==> config.mk <==
export PLATFORM = sky130hd
export DESIGN_NAME = uart_cmd_decoder_flat
export DESIGN_NICKNAME = d
export VERILOG_FILES = /design/src/rtl/uart_cmd_decoder_if.sv /design/src/rtl/uart_cmd_decoder.sv /design/src/flat_wrapper.sv
export SDC_FILE = /design/constraint.sdc
export NUM_CORES = 1
export LEC_CHECK = 0
export CORE_MARGIN = 4
export CORE_UTILIZATION = 44
export CTS_CLUSTER_DIAMETER = 30
export CTS_CLUSTER_SIZE = 30
export DETAILED_ROUTE_END_ITERATION = 10
export HOLD_SLACK_MARGIN = 0.05
export PLACE_DENSITY = 0.78
export SLEW_MARGIN = 20
export SYNTH_ARGS = -nofsm -noshare
export SYNTH_HDL_FRONTEND = slang
export SYNTH_SLANG_ARGS = --single-unit
==> constraint.sdc <==
create_clock -name i_clk -period 4.01 [get_ports i_clk]
set_input_delay 0.6015 -clock i_clk [delete_from_list [all_inputs] [get_ports i_clk]]
set_output_delay 0.6015 -clock i_clk [all_outputs]
set_load 0.01 [all_outputs]
==> src/rtl/uart_cmd_decoder_if.sv <==
// -----------------------------------------------------------------------------
// uart_cmd_decoder_if
// Groups the receiver-side strobe, the game-side command handshake and the
// status outputs of uart_cmd_decoder into one bundle.
//   master : drives received bytes / frame error / cmd_ready, observes outputs
//   slave  : the decoder itself
// Signals:
//   i_rx_data[7:0], i_rx_valid, i_frame_error, i_cmd_ready  -> decoder
//   o_cmd_valid, o_cmd_dir[1:0], o_pause, o_restart,
//   o_overflow, o_err_count[ERR_CNT_W-1:0]                  <- decoder
// -----------------------------------------------------------------------------
interface uart_cmd_decoder_if #(
  parameter int ERR_CNT_W = 8
);
  logic [7:0]           i_rx_data;
  logic                 i_rx_valid;
  logic                 i_frame_error;
  logic                 i_cmd_ready;
  logic                 o_cmd_valid;
  logic [1:0]           o_cmd_dir;
  logic                 o_pause;
  logic                 o_restart;
  logic                 o_overflow;
  logic [ERR_CNT_W-1:0] o_err_count;

  modport master (
    output i_rx_data, i_rx_valid, i_frame_error, i_cmd_ready,
    input  o_cmd_valid, o_cmd_dir, o_pause, o_restart, o_overflow, o_err_count
  );

  modport slave (
    input  i_rx_data, i_rx_valid, i_frame_error, i_cmd_ready,
    output o_cmd_valid, o_cmd_dir, o_pause, o_restart, o_overflow, o_err_count
  );
endinterface

==> src/rtl/uart_cmd_decoder.sv <==
// -----------------------------------------------------------------------------
// uart_cmd_decoder
// Turns UART bytes into game commands: WASD (either case) become direction
// commands queued in a first-word-fall-through FIFO, space toggles pause,
// R/r issues a one-cycle restart that flushes the queue and clears pause and
// overflow. Directions equal to, or the reverse of, the last accepted
// direction are dropped, as are all directions while paused.
//
// Parameters:
//   FIFO_DEPTH : queued direction commands (power of two, 2..16)
//   ERR_CNT_W  : width of the saturating frame-error counter
// Ports:
//   i_clk   : system clock, rising edge
//   i_rst_n : synchronous active-low reset
//   bus     : uart_cmd_decoder_if.slave (rx strobe, cmd handshake, status)
// Build option:
//   UART_CMD_ERR_CNT_EN : when defined, the frame-error edge detector and
//   counter are built; otherwise o_err_count is tied to zero.
// -----------------------------------------------------------------------------
module uart_cmd_decoder #(
  parameter int FIFO_DEPTH = 4,
  parameter int ERR_CNT_W  = 8
) (
  input  logic              i_clk,
  input  logic              i_rst_n,
  uart_cmd_decoder_if.slave bus
);

  localparam int AW = $clog2(FIFO_DEPTH);
  localparam int PW = AW + 1;

  typedef enum logic [1:0] {
    DIR_UP    = 2'b00,
    DIR_DOWN  = 2'b01,
    DIR_LEFT  = 2'b10,
    DIR_RIGHT = 2'b11
  } dir_e;

  // ---------------------------------------------------------------------------
  // Byte decode (only in strobe cycles)
  // ---------------------------------------------------------------------------
  logic is_dir, is_pause, is_restart;
  dir_e dec_dir;

  always_comb begin
    is_dir     = 1'b0;
    is_pause   = 1'b0;
    is_restart = 1'b0;
    dec_dir    = DIR_UP;
    if (bus.i_rx_valid) begin
      case (bus.i_rx_data)
        8'h57, 8'h77: begin is_dir = 1'b1; dec_dir = DIR_UP;    end
        8'h53, 8'h73: begin is_dir = 1'b1; dec_dir = DIR_DOWN;  end
        8'h41, 8'h61: begin is_dir = 1'b1; dec_dir = DIR_LEFT;  end
        8'h44, 8'h64: begin is_dir = 1'b1; dec_dir = DIR_RIGHT; end
        8'h20:        is_pause   = 1'b1;
        8'h52, 8'h72: is_restart = 1'b1;
        default: ;
      endcase
    end
  end

  // ---------------------------------------------------------------------------
  // State
  // ---------------------------------------------------------------------------
  logic [1:0]    mem [FIFO_DEPTH];
  logic [PW-1:0] r_wr_ptr, r_rd_ptr;
  dir_e          r_last_dir;
  logic          r_pause, r_restart, r_overflow;

  logic empty, full, pop, dir_ok, push, drop_full;

  // Extra pointer bit distinguishes full from empty when the indices match.
  assign empty = (r_wr_ptr == r_rd_ptr);
  assign full  = (r_wr_ptr[AW] != r_rd_ptr[AW]) &&
                 (r_wr_ptr[AW-1:0] == r_rd_ptr[AW-1:0]);
  assign pop   = !empty && bus.i_cmd_ready;

  // Reversal of a direction is the same axis with the low bit flipped.
  assign dir_ok    = is_dir && !r_pause && (dec_dir != r_last_dir) &&
                     (dec_dir != (r_last_dir ^ 2'b01));
  // A pop in the same cycle frees the slot, so a full FIFO can still accept.
  assign push      = dir_ok && (!full || pop);
  assign drop_full = dir_ok && full && !pop;

  always_ff @(posedge i_clk) begin
    if (!i_rst_n) begin
      r_wr_ptr   <= '0;
      r_rd_ptr   <= '0;
      r_last_dir <= DIR_RIGHT;
      r_pause    <= 1'b0;
      r_restart  <= 1'b0;
      r_overflow <= 1'b0;
    end else begin
      r_restart <= is_restart;
      if (is_restart) begin
        // Flush wins over any pop presented in the same cycle.
        r_wr_ptr   <= '0;
        r_rd_ptr   <= '0;
        r_last_dir <= DIR_RIGHT;
        r_pause    <= 1'b0;
        r_overflow <= 1'b0;
      end else begin
        if (push) begin
          r_wr_ptr   <= r_wr_ptr + PW'(1);
          r_last_dir <= dec_dir;
        end
        if (pop)       r_rd_ptr   <= r_rd_ptr + PW'(1);
        if (drop_full) r_overflow <= 1'b1;
        if (is_pause)  r_pause    <= ~r_pause;
      end
    end
  end

  // Storage needs no reset; validity is carried by the pointers.
  always_ff @(posedge i_clk) begin
    if (push) mem[r_wr_ptr[AW-1:0]] <= dec_dir;
  end

  assign bus.o_cmd_valid = !empty;
  assign bus.o_cmd_dir   = empty ? 2'b00 : mem[r_rd_ptr[AW-1:0]];
  assign bus.o_pause     = r_pause;
  assign bus.o_restart   = r_restart;
  assign bus.o_overflow  = r_overflow;

  // ---------------------------------------------------------------------------
  // Frame-error counter (optional). The receiver holds i_frame_error high
  // until the next good byte, so only rising edges are counted.
  // ---------------------------------------------------------------------------
`ifdef UART_CMD_ERR_CNT_EN
  logic                 r_fe_q;
  logic [ERR_CNT_W-1:0] r_err_cnt;

  always_ff @(posedge i_clk) begin
    if (!i_rst_n) begin
      r_fe_q    <= 1'b0;
      r_err_cnt <= '0;
    end else begin
      r_fe_q <= bus.i_frame_error;
      if (bus.i_frame_error && !r_fe_q && (r_err_cnt != '1))
        r_err_cnt <= r_err_cnt + ERR_CNT_W'(1);
    end
  end

  assign bus.o_err_count = r_err_cnt;
`else
  logic unused_fe;
  assign unused_fe       = bus.i_frame_error;
  assign bus.o_err_count = '0;
`endif

endmodule

==> src/flat_wrapper.sv <==
// flat-port wrapper written by rule: the top's interface ports become plain ports
module uart_cmd_decoder_flat 
#(
  parameter int FIFO_DEPTH = 4,
  parameter int ERR_CNT_W  = 8
)
  (i_clk, i_rst_n, bus_i_rx_data, bus_i_rx_valid, bus_i_frame_error, bus_i_cmd_ready, bus_o_cmd_valid, bus_o_cmd_dir, bus_o_pause, bus_o_restart, bus_o_overflow, bus_o_err_count);
  uart_cmd_decoder_if #(.ERR_CNT_W(ERR_CNT_W)) bus_i ();
  input  logic i_clk;
  input  logic i_rst_n;
  input wire logic [$bits(bus_i.i_rx_data)-1:0] bus_i_rx_data;
  input wire logic [$bits(bus_i.i_rx_valid)-1:0] bus_i_rx_valid;
  input wire logic [$bits(bus_i.i_frame_error)-1:0] bus_i_frame_error;
  input wire logic [$bits(bus_i.i_cmd_ready)-1:0] bus_i_cmd_ready;
  output wire logic [$bits(bus_i.o_cmd_valid)-1:0] bus_o_cmd_valid;
  output wire logic [$bits(bus_i.o_cmd_dir)-1:0] bus_o_cmd_dir;
  output wire logic [$bits(bus_i.o_pause)-1:0] bus_o_pause;
  output wire logic [$bits(bus_i.o_restart)-1:0] bus_o_restart;
  output wire logic [$bits(bus_i.o_overflow)-1:0] bus_o_overflow;
  output wire logic [$bits(bus_i.o_err_count)-1:0] bus_o_err_count;
  assign bus_i.i_rx_data = bus_i_rx_data;
  assign bus_i.i_rx_valid = bus_i_rx_valid;
  assign bus_i.i_frame_error = bus_i_frame_error;
  assign bus_i.i_cmd_ready = bus_i_cmd_ready;
  assign bus_o_cmd_valid = bus_i.o_cmd_valid;
  assign bus_o_cmd_dir = bus_i.o_cmd_dir;
  assign bus_o_pause = bus_i.o_pause;
  assign bus_o_restart = bus_i.o_restart;
  assign bus_o_overflow = bus_i.o_overflow;
  assign bus_o_err_count = bus_i.o_err_count;
  uart_cmd_decoder #(.FIFO_DEPTH(FIFO_DEPTH), .ERR_CNT_W(ERR_CNT_W)) u_core (.i_clk(i_clk), .i_rst_n(i_rst_n), .bus(bus_i));
endmodule
==> results of run 1 <==
## Yosys cell counts, types with 2 or more instances
cell type  number  area, µm²
a21oi_1         2       10.0
xor2_1          4       35.0
buf_4           8       60.1
mux4_2          2       45.0
nand2_1         3       11.3
nand3_1         6       30.0
and2_1          6       37.5
inv_1           3       11.3
xnor2_1         4       35.0
edfxtp_1        8        240
nor2_1         11       41.3
ha_1            5       62.6
dfxtp_1        12        240
a41oi_1         2       17.5
nand4b_1        2       17.5
## metal layers
layer | global-route usage (%) | up-vias
met3 | 2.71 | 4
met4 | 4.97 | 0
met2 | 21.8 | 20
li1 | - | 381
met5 | 0 | -
met1 | 11.8 | 346
## worst reg2reg max path: cells and delay by family (launching register included)
kind / cells / cell delay [ns]
compound gates: 2 / 0.63
xor+xnor: 1 / 0.14
flops: 1 / 0.47
simple gates: 1 / 0.27
## power by group
| part | leakage (nW) | switching (W) | internal [W] |
|---|---|---|---|
| Combinational | 0.288 | 0.0000153 | 0.0000149 |
| Sequential | 0.172 | 0.000000558 | 0.000210 |
| Clock | 0.0150 | 0.0000570 | 0.0000387 |
## state kept, by name, indices dropped and copies added, names as in the netlist, named ones only
name / cells
u_core.r_wr_ptr: 3
u_core.r_last_dir: 1
u_core.bus.o_overflow: 1
u_core.bus.o_pause: 1
u_core.r_rd_ptr: 3
u_core.bus.o_restart: 1
u_core.mem: 8
## stage by stage
step	std cells	util (%)	total power (W)
2_1_floorplan	107	-	0.000235
3_3_place_gp	142	54.0	0.000244
3_5_place_dp	142	54.0	0.000245
4_1_cts	146	55.2	0.000342
5_1_grt	146	55.2	0.000352
6_report	146	55.2	0.000337
## area by class of cell
type / instances / area (µm²)
Clock buffer: 4 / 26.3
Tap cell: 28 / 35.0
Timing Repair Buffer: 17 / 170
Multi-Input combinational cell: 74 / 533
Inverter: 3 / 11.3
Sequential cell: 20 / 480
Fill cell: 215 / 1020
## worst max-delay path by stage
stage | from | to | slack, ns
2_1_floorplan | bus_i_rx_data[7] | u_core.mem[0][0]$_DFFE_PP_ | 2.19
3_3_place_gp | bus_i_rx_data[6] | u_core.mem[3][0]$_DFFE_PP_ | 1.42
3_5_place_dp | bus_i_rx_data[6] | u_core.mem[3][1]$_DFFE_PP_ | 1.37
4_1_cts | u_core.r_wr_ptr[0]$_SDFFE_PP0P_ | bus_o_cmd_dir[1] | 1.54
5_1_grt | u_core.r_wr_ptr[1]$_SDFFE_PP0P_ | bus_o_cmd_dir[1] | 1.45
6_report | u_core.r_wr_ptr[0]$_SDFFE_PP0P_ | bus_o_cmd_dir[1] | 1.56
## logic make-up (layout without fill, tap and decap cells)
logic type	after synthesis	after routing	synth area share [%]
and+or+nand+nor	38	38	20.6
DFF	20	20	44.7
buffers and inverters	13	24	8.15
AOI/OAI and AO/OA	12	12	8.73
xor gates and xnor gates	8	8	6.52
adders and majority gates	5	5	5.82
muxes	3	3	5.12
other	1	8	0.349
==> summary.txt, run 1 <==
Tightest Hold Check Type: register to register
CTS sink count: 20
Final setup vio count: 0
Worst path buffer plus inverter count: 1
R2r worst-path depth: 4
DP Area: 1230 µm²
FF-to-FF End: u_core.mem[3][1]$_DFFE_PP_
Largest net degree at the start of global routing: 12
FF-to-FF setup slack: 2.21 ns
Root Driver: clkbuf_4
Vias in the first global route: 718
Cell count after synthesis: 100
Critical path class: register to primary output
Peak supply drop: 145 µV
I/O pins: 27
Routed wire per std cell: 12.8 µm
# hold bufs at CTS: 0
Routed Antenna Nets: 0
Count of flip-flops with a built-in enable after synthesis: 8
Crit Path Max Fanout: 5
Peak Freq: 409 MHz
Ys Warns: 0
Antenna violations before repair: 0
Req. time, crit path: 3.41 ns
Drc violations: 0
Via count of the routed design: 751
Pre-CTS setup slack: 1.37 ns
RSZ-0062 raised after global routing: no
Nets: 137
Seq cells post-synth: 20
H-tree depth: 1
Clk buf depth: 2
Slew Limit Fails: 0
Port Buf Inserts: 17
Final hold viol count: 0
Most frequent cells in the layout: clkdlybuf4s50_1, dfxtp_1, nor2_1
Total global routing overflow: 0
Design area: 1260 µm²
Top FF cell, synth: dfxtp_1
Fin worst setup slack: 1.56 ns
Period Utilization, post-route: 61.0%
CP Cell Sequence: xnor2_1, nand3_1, and2_1, clkdlybuf4s50_1
Met2 Wirelength: 965 µm
CTS tree: yes
Die area: 3300 µm²
Starting DRT DRC Count: 11
Worst-path clk slew: 0.11 ns
Distinct cell type count after synthesis: 37
Hold depth: 2
Crit-path slowest cell: dfxtp_1
# rows: 17
RD Place Congestion: 0.839
Post-synthesis sequential area ratio: 44.7%
WP depth: 4
Area of the core: 2280 µm²
Pwr Density: 268 nW/µm²
Worst setup EP type: primary output
Dpl hpwl: 1530 µm
P_leak: 0.475 nW
Skew final: 0.0102 ns
Crit path max-delay family: flip-flops
Post-synthesis average cell area: 10.7 µm²
Status: finished clean
DR vias/cell: 5.14
Inserted Clock Buffers: 3
Crit path DAT: 1.84 ns
CTS resizes: 0
Met3 WL: 97 µm
Inserted Diodes: 0
Commonest non-fill, non-tap cell in the layout: clkdlybuf4s50_1
Post-CTS Setup Inserts: 0
Critical R2R Launch: u_core.r_wr_ptr[0]$_SDFFE_PP0P_
Crit path time final: 2.45 ns
Slowest stage delay, CP: 0.47 ns
Post-synth ARST share: 0%
Final WL: 1860 µm
Layout cells sized above 1: 9.32%
Synthesis-to-layout area growth: 16.9%
Wire length on met1: 766 µm
Min Hold Slack: 0.490 ns
Die height: 57.4 µm
Max cap viols: 0
Mapped cell area: 1070 µm²
Crit path launch type: register
Initial Util: 47.2%
Hold EP: u_core.bus.o_overflow$_SDFFE_PP0P_
Die Width: 57.4 µm
Min-delay src: u_core.bus.o_overflow$_SDFFE_PP0P_
Top routing layer in use: met4
Clk_lat worst skew: 0.29 ns
Gr usage total: 11.5%
Pre-antenna DRT Iters: 3
First-pass GRT wire length: 2900 µm
Setup TNS: 0 ns
No activity file was read; power rests on OpenSTA's default activity.
==> run 2, diff against run 1 <==
clock period = 2.3 ns   (was 4.01 ns; I/O delays follow)
==> run 2 against run 1 <==
  * Count of clock-buffer cells in the layout is the same
  * Clock skew shrank 0.0016 ns
  * Clock power grew 73%
  * Power grew 75%
  * Critical endpoint is now bus_o_cmd_dir[0]
==> summary.txt, run 2 (synthesis results as in run 1) <==
Nets: 139 (was 137)
Post-CTS Setup Inserts: 0 (unchanged)
Routed Antenna Nets: 0 (unchanged)
Layout cells sized above 1: 12.5% (was 9.32%)
Commonest non-fill, non-tap cell in the layout: clkdlybuf4s50_1 (unchanged)
Crit path time final: 2.17 ns
Synthesis-to-layout area growth: 19.4% (was 16.9%)
I/O pins: 27 (unchanged)
DR vias/cell: 5.22 (was 5.14)
Number of flip-flops in the largest register: 8 (unchanged)
Crit path launch type: register (unchanged)
Worst-path clk slew: 0.11 ns (about the same)
Peak Freq: 460 MHz
Critical path class: register to primary output (unchanged)
RSZ-0062 raised after global routing: no (unchanged)
Most frequent cells in the layout: clkdlybuf4s50_1, dfxtp_1, nor2_1 (unchanged)
Skew final: 0.00868 ns (was 0.0102 ns)
Peak supply drop: 253 µV (was 145 µV)
Status: finished clean (unchanged)
Initial Util: 47.2% (unchanged)
Comb pwr share: 9.2% (was 9.0%)
Final WL: 1900 µm (was 1860 µm)
Clk buf depth: 2 (unchanged)
Inserted Diodes: 0 (unchanged)
Pwr Density: 458 nW/µm² (was 268 nW/µm²)
Final setup vio count: 0 (unchanged)
Crit path DAT: 1.83 ns (was 1.84 ns)
R2r worst-path depth: 4 (unchanged)
Design area: 1280 µm² (was 1260 µm²)
# hold bufs at CTS: 0 (unchanged)
Starting DRT DRC Count: 14 (was 11)
Clk pwr share: 28.3% (was 28.4%)
Vias in the first global route: 747 (was 718)
Final Non-Filler Cells: 148 (was 146)
Gr usage total: 12.0% (was 11.5%)
Drc violations: 0 (unchanged)
Area of the core: 2280 µm² (unchanged)
DP Area: 1240 µm² (was 1230 µm²)
Root Driver: clkbuf_4 (unchanged)
# rows: 17 (unchanged)
Inst Count DP: 144 (was 142)
Crit Path Max Fanout: 5 (unchanged)
Clk_lat worst skew: 0.30 ns (was 0.29 ns)
CTS tree: yes (unchanged)
Slew Limit Fails: 0 (unchanged)
CTS sink count: 20 (unchanged)
Final hold viol count: 0 (unchanged)
H-tree depth: 1 (unchanged)
Die area: 3300 µm² (unchanged)
Inserted Clock Buffers: 3 (unchanged)
FF-to-FF End: u_core.mem[3][0]$_DFFE_PP_ (was u_core.mem[3][1]$_DFFE_PP_)
Tightest Hold Check Type: register to register (unchanged)
Period Utilization, post-route: 94.5%
Dpl hpwl: 1550 µm (was 1530 µm)
Critical R2R Launch: u_core.r_wr_ptr[0]$_SDFFE_PP0P_ (unchanged)
FF-to-FF setup slack: 0.67 ns (was 2.21 ns)
Largest net degree at the start of global routing: 12 (unchanged)
Reg power frac: 62.5% (was 62.6%)
Switching portion of total power: 21.5% (was 21.6%)
First-pass GRT wire length: 3020 µm (was 2900 µm)
Die Width: 57.4 µm (unchanged)
RD Place Congestion: 0.780 (was 0.839)
Worst setup EP type: primary output (unchanged)
Via count of the routed design: 773 (was 751)
P_leak: 0.493 nW (was 0.475 nW)
Crit path from: u_core.r_wr_ptr[0]$_SDFFE_PP0P_ (unchanged)
Req. time, crit path: 1.96 ns (was 3.41 ns)
Critical Path End: bus_o_cmd_dir[0] (was bus_o_cmd_dir[1])
Int Pwr: 0.000461 W (was 0.000264 W)
Antenna violations before repair: 0 (unchanged)
Total global routing overflow: 0 (unchanged)
Reported net switching power: 0.000126 W (was 0.0000728 W)
Min Hold Slack: 0.481 ns (was 0.490 ns)
Routed wire per std cell: 12.8 µm (about the same)
Port Buf Inserts: 17 (unchanged)
Die height: 57.4 µm (unchanged)
Max cap viols: 0 (unchanged)
Pre-antenna DRT Iters: 4 (was 3)
Setup TNS: 0 ns (unchanged)
==> run 2: cell count changes in the layout (fill, tap and decap cells not counted) <==
cell / before / now
buf_4: 0 / 2
nand3_1: 6 / 5
nand3_2: 0 / 1
xnor2_1: 4 / 3
xnor2_2: 0 / 1
==> run 2: power by group through the flow <==
stage	Combinational (W)	Clock [W]	Sequential, W
5_1_grt	0.0000582	0.000189	0.000368
3_5_place_dp	0.0000535	0	0.000376
3_3_place_gp	0.0000523	0	0.000376
6_report	0.0000542	0.000166	0.000367
2_1_floorplan	0.0000337	0	0.000375
4_1_cts	0.0000538	0.000171	0.000367
==> run 2: worst min-delay path by stage <==
| stage | cells after the start | slack [ns] | start | to |
|---|---|---|---|---|
| after CTS | 2 | 0.49 | u_core.bus.o_overflow$_SDFFE_PP0P_ | u_core.bus.o_overflow$_SDFFE_PP0P_ |
| after floorplan | 2 | 0.49 | u_core.r_wr_ptr[2]$_SDFFE_PP0P_ | u_core.r_wr_ptr[2]$_SDFFE_PP0P_ |
| after global placement | 2 | 0.47 | u_core.bus.o_overflow$_SDFFE_PP0P_ | u_core.bus.o_overflow$_SDFFE_PP0P_ |
| final | 2 | 0.48 | u_core.bus.o_overflow$_SDFFE_PP0P_ | u_core.bus.o_overflow$_SDFFE_PP0P_ |
| after detailed placement | 2 | 0.47 | u_core.bus.o_overflow$_SDFFE_PP0P_ | u_core.bus.o_overflow$_SDFFE_PP0P_ |
| after global routing | 2 | 0.52 | u_core.bus.o_overflow$_SDFFE_PP0P_ | u_core.bus.o_overflow$_SDFFE_PP0P_ |
==> run 2: what timing repair did <==
action                                  in CTS  in global routing
endpoints found under the setup margin       0                  2
gates resized for setup                      0                  2
hold endpoints to repair                     0                  0
==> run 2: worst max-delay path: stages (launching register included) <==
cell and delay, ns:
dfxtp_1 0.39, xnor2_1 0.31, nand3_2 0.17, and2_1 0.18, clkdlybuf4s50_1 0.47
==> run 2: layout make-up <==
| type | count | area, µm² |
|---|---|---|
| Fill cell | 194 | 992 |
| Multi-Input combinational cell | 74 | 546 |
| Sequential cell | 20 | 480 |
| Timing Repair Buffer | 19 | 185 |
| Tap cell | 28 | 35.0 |
| Clock buffer | 4 | 26.3 |
| Inverter | 3 | 11.3 |
==> run 2: per-stage QoR <==
| step | setup slack [ns] | util [%] | power (W) |
|---|---|---|---|
| after floorplan | 0.736 | - | 0.000409 |
| after global placement | 0.150 | 54.7 | 0.000428 |
| after detailed placement | 0.165 | 54.7 | 0.000429 |
| after CTS | 0.0626 | 55.9 | 0.000592 |
| after global routing | 0.00375 | 56.4 | 0.000615 |
| final | 0.125 | 56.4 | 0.000588 |
==> run 2: per-layer routing <==
metal / part of all wire [%] / routed length (µm) / vias to the layer above / global-route usage, %
met3: 5.6 / 106 / 5 / 2.94
met5: 0 / 0 / - / 0
met4: 1.9 / 36 / 0 / 5.96
met1: 39 / 733 / 367 / 12.0
met2: 54 / 1020 / 23 / 22.6
li1: - / - / 378 / -
==> run 3, diff against run 2 <==
CELL_PAD_IN_SITES_DETAIL_PLACEMENT = 1   (was default)
CELL_PAD_IN_SITES_GLOBAL_PLACEMENT = 1   (was default)
CORE_MARGIN = 2   (was 4)
CORE_UTILIZATION = 37   (was 44)
PLACE_DENSITY = 0.83   (was 0.78)
==> run 3 against run 2 <==
  * Worst hold slack better by 0.014 ns
  * Cell area up 0.19%
  * Cell count up 2.0%
  * Core utilization down 9.8 points
  * Power up 6.6%
  * Clock power up 23%
==> summary.txt, run 3 (synthesis results as in run 1) <==
Status: finished clean (unchanged)
Antenna violations before repair: 0 (unchanged)
Total global routing overflow: 0 (unchanged)
Min-delay src: u_core.bus.o_overflow$_SDFFE_PP0P_ (unchanged)
Pre-CTS setup slack: 0.0483 ns (was 0.165 ns)
FF-to-FF setup slack: 0.69 ns (was 0.67 ns)
Req. time, crit path: 1.96 ns (about the same)
FF-to-FF End: u_core.mem[3][0]$_DFFE_PP_ (unchanged)
Port Buf Inserts: 17 (unchanged)
Skew final: 0.00430 ns (was 0.00868 ns)
Commonest non-fill, non-tap cell in the layout: clkdlybuf4s50_1 (unchanged)
Starting DRT DRC Count: 9 (was 14)
Hold EP: u_core.bus.o_overflow$_SDFFE_PP0P_ (unchanged)
Die height: 57.9 µm (was 57.4 µm)
Critical R2R Launch: u_core.r_wr_ptr[1]$_SDFFE_PP0P_ (was u_core.r_wr_ptr[0]$_SDFFE_PP0P_)
H-tree depth: 1 (unchanged)
Number of flip-flops in the largest register: 8 (unchanged)
CTS tree: yes (unchanged)
Nets: 139 (unchanged)
Initial Util: 39.0% (was 47.2%)
Layout cells sized above 1: 12.5% (unchanged)
Most frequent cells in the layout: clkdlybuf4s50_1, nor2_1, dfxtp_1 (was clkdlybuf4s50_1, dfxtp_1, nor2_1)
Hold depth: 2 (unchanged)
Max cap viols: 0 (unchanged)
Final hold viol count: 0 (unchanged)
P_leak: 0.492 nW (was 0.493 nW)
Critical path class: register to primary output (unchanged)
Inserted Clock Buffers: 3 (unchanged)
Root Driver: clkbuf_4 (unchanged)
Tightest Hold Check Type: register to register (unchanged)
Peak supply drop: 227 µV (was 253 µV)
Inserted Diodes: 0 (unchanged)
Post-CTS Setup Inserts: 0 (unchanged)
Gr usage total: 14.8% (was 12.0%)
Clk buf depth: 2 (unchanged)
Crit path launch type: register (unchanged)
Setup TNS: 0 ns (unchanged)
Final Non-Filler Cells: 151 (was 148)
Final core occ: 46.6% (was 56.4%)
R2r worst-path depth: 4 (unchanged)
# rows: 19 (was 17)
Routed wire per std cell: 14.5 µm (was 12.8 µm)
Final WL: 2190 µm (was 1900 µm)
CTS sink count: 20 (unchanged)
Final setup vio count: 0 (unchanged)
DR vias/cell: 5.10 (was 5.22)
Crit Path Max Fanout: 2 (was 5)
Period Utilization, post-route: 96.1% (was 94.5%)
Area of the core: 2760 µm² (was 2280 µm²)
Peak Freq: 452 MHz (was 460 MHz)
Slew Limit Fails: 0 (unchanged)
First-pass GRT wire length: 3620 µm (was 3020 µm)
Fin worst setup slack: 0.0894 ns (was 0.125 ns)
Die Width: 57.9 µm (was 57.4 µm)
Via count of the routed design: 770 (was 773)
Drc violations: 0 (unchanged)
Crit path DAT: 1.87 ns (was 1.83 ns)
I/O pins: 27 (unchanged)
Worst-path clk slew: 0.11 ns (about the same)
Routed Antenna Nets: 0 (unchanged)
Clk_lat worst skew: 0.30 ns (about the same)
Vias in the first global route: 815 (was 747)
Pre-antenna DRT Iters: 4 (unchanged)
Die area: 3350 µm² (was 3300 µm²)
Synthesis-to-layout area growth: 19.7% (was 19.4%)
Min Hold Slack: 0.495 ns (was 0.481 ns)
RD Place Congestion: 0.753 (was 0.780)
Worst setup EP type: primary output (unchanged)
RSZ-0062 raised after global routing: no (unchanged)
Dpl hpwl: 1810 µm (was 1550 µm)
Largest net degree at the start of global routing: 12 (unchanged)
Pwr Density: 487 nW/µm² (was 458 nW/µm²)
Crit path time final: 2.21 ns (was 2.17 ns)
Inst Count DP: 147 (was 144)
## run 3: through the flow
step                area, µm²  total power (W)
finish                   1290         0.000627
global route             1290         0.000658
CTS                      1280         0.000633
detailed placement       1250         0.000430
global placement         1250         0.000428
floorplan                1100         0.000409
## run 3: worst max-delay path by stage
stage                                          startpoint                         end  cells past startpoint
after CTS                 u_core.r_wr_ptr[0]$_SDFFE_PP0P_            bus_o_cmd_dir[1]                      4
after floorplan                          bus_i_rx_data[7]  u_core.mem[0][0]$_DFFE_PP_                      5
after detailed placement                 bus_i_rx_data[6]  u_core.mem[3][0]$_DFFE_PP_                      5
final                                            register            bus_o_cmd_dir[0]                      3
after global placement                   bus_i_rx_data[6]  u_core.mem[3][1]$_DFFE_PP_                      5
after global routing      u_core.r_wr_ptr[1]$_SDFFE_PP0P_            bus_o_cmd_dir[1]                      4
## run 3: timing repair
action	4_1_cts	5_1_grt
resized for setup	0	1
endpoints found under the setup margin	0	2
hold buffers	0	0
## run 3: worst max-delay path, stage by stage (launching register included)
cell and delay (ns):
dfxtp_1 0.41, mux4_2 0.52, and2_1 0.17, clkdlybuf4s50_1 0.47
## run 3: area by class of cell
class | instances | area [µm²]
flip-flops and latches | 20 | 482
well taps | 31 | 38.8
multi-input cells | 74 | 533
clock buffers | 4 | 36.3
repair buffers | 19 | 185
fillers | 324 | 1470
inverters | 3 | 11.3
## run 3: metal layers
metal	wire (µm)	track usage, %	share of wire, %	vias up
met1	891	15.9	41	365
li1	-	-	-	378
met3	91	3.57	4.1	6
met4	52	6.98	2.4	0
met5	0	0	0	-
met2	1160	27.1	53	21
## run 3: where the power goes
group	internal, W	switching (W)
combinational	0.0000272	0.0000279
clock	0.0000966	0.000107
sequential	0.000367	0.00000105
total	0.000490	0.000136
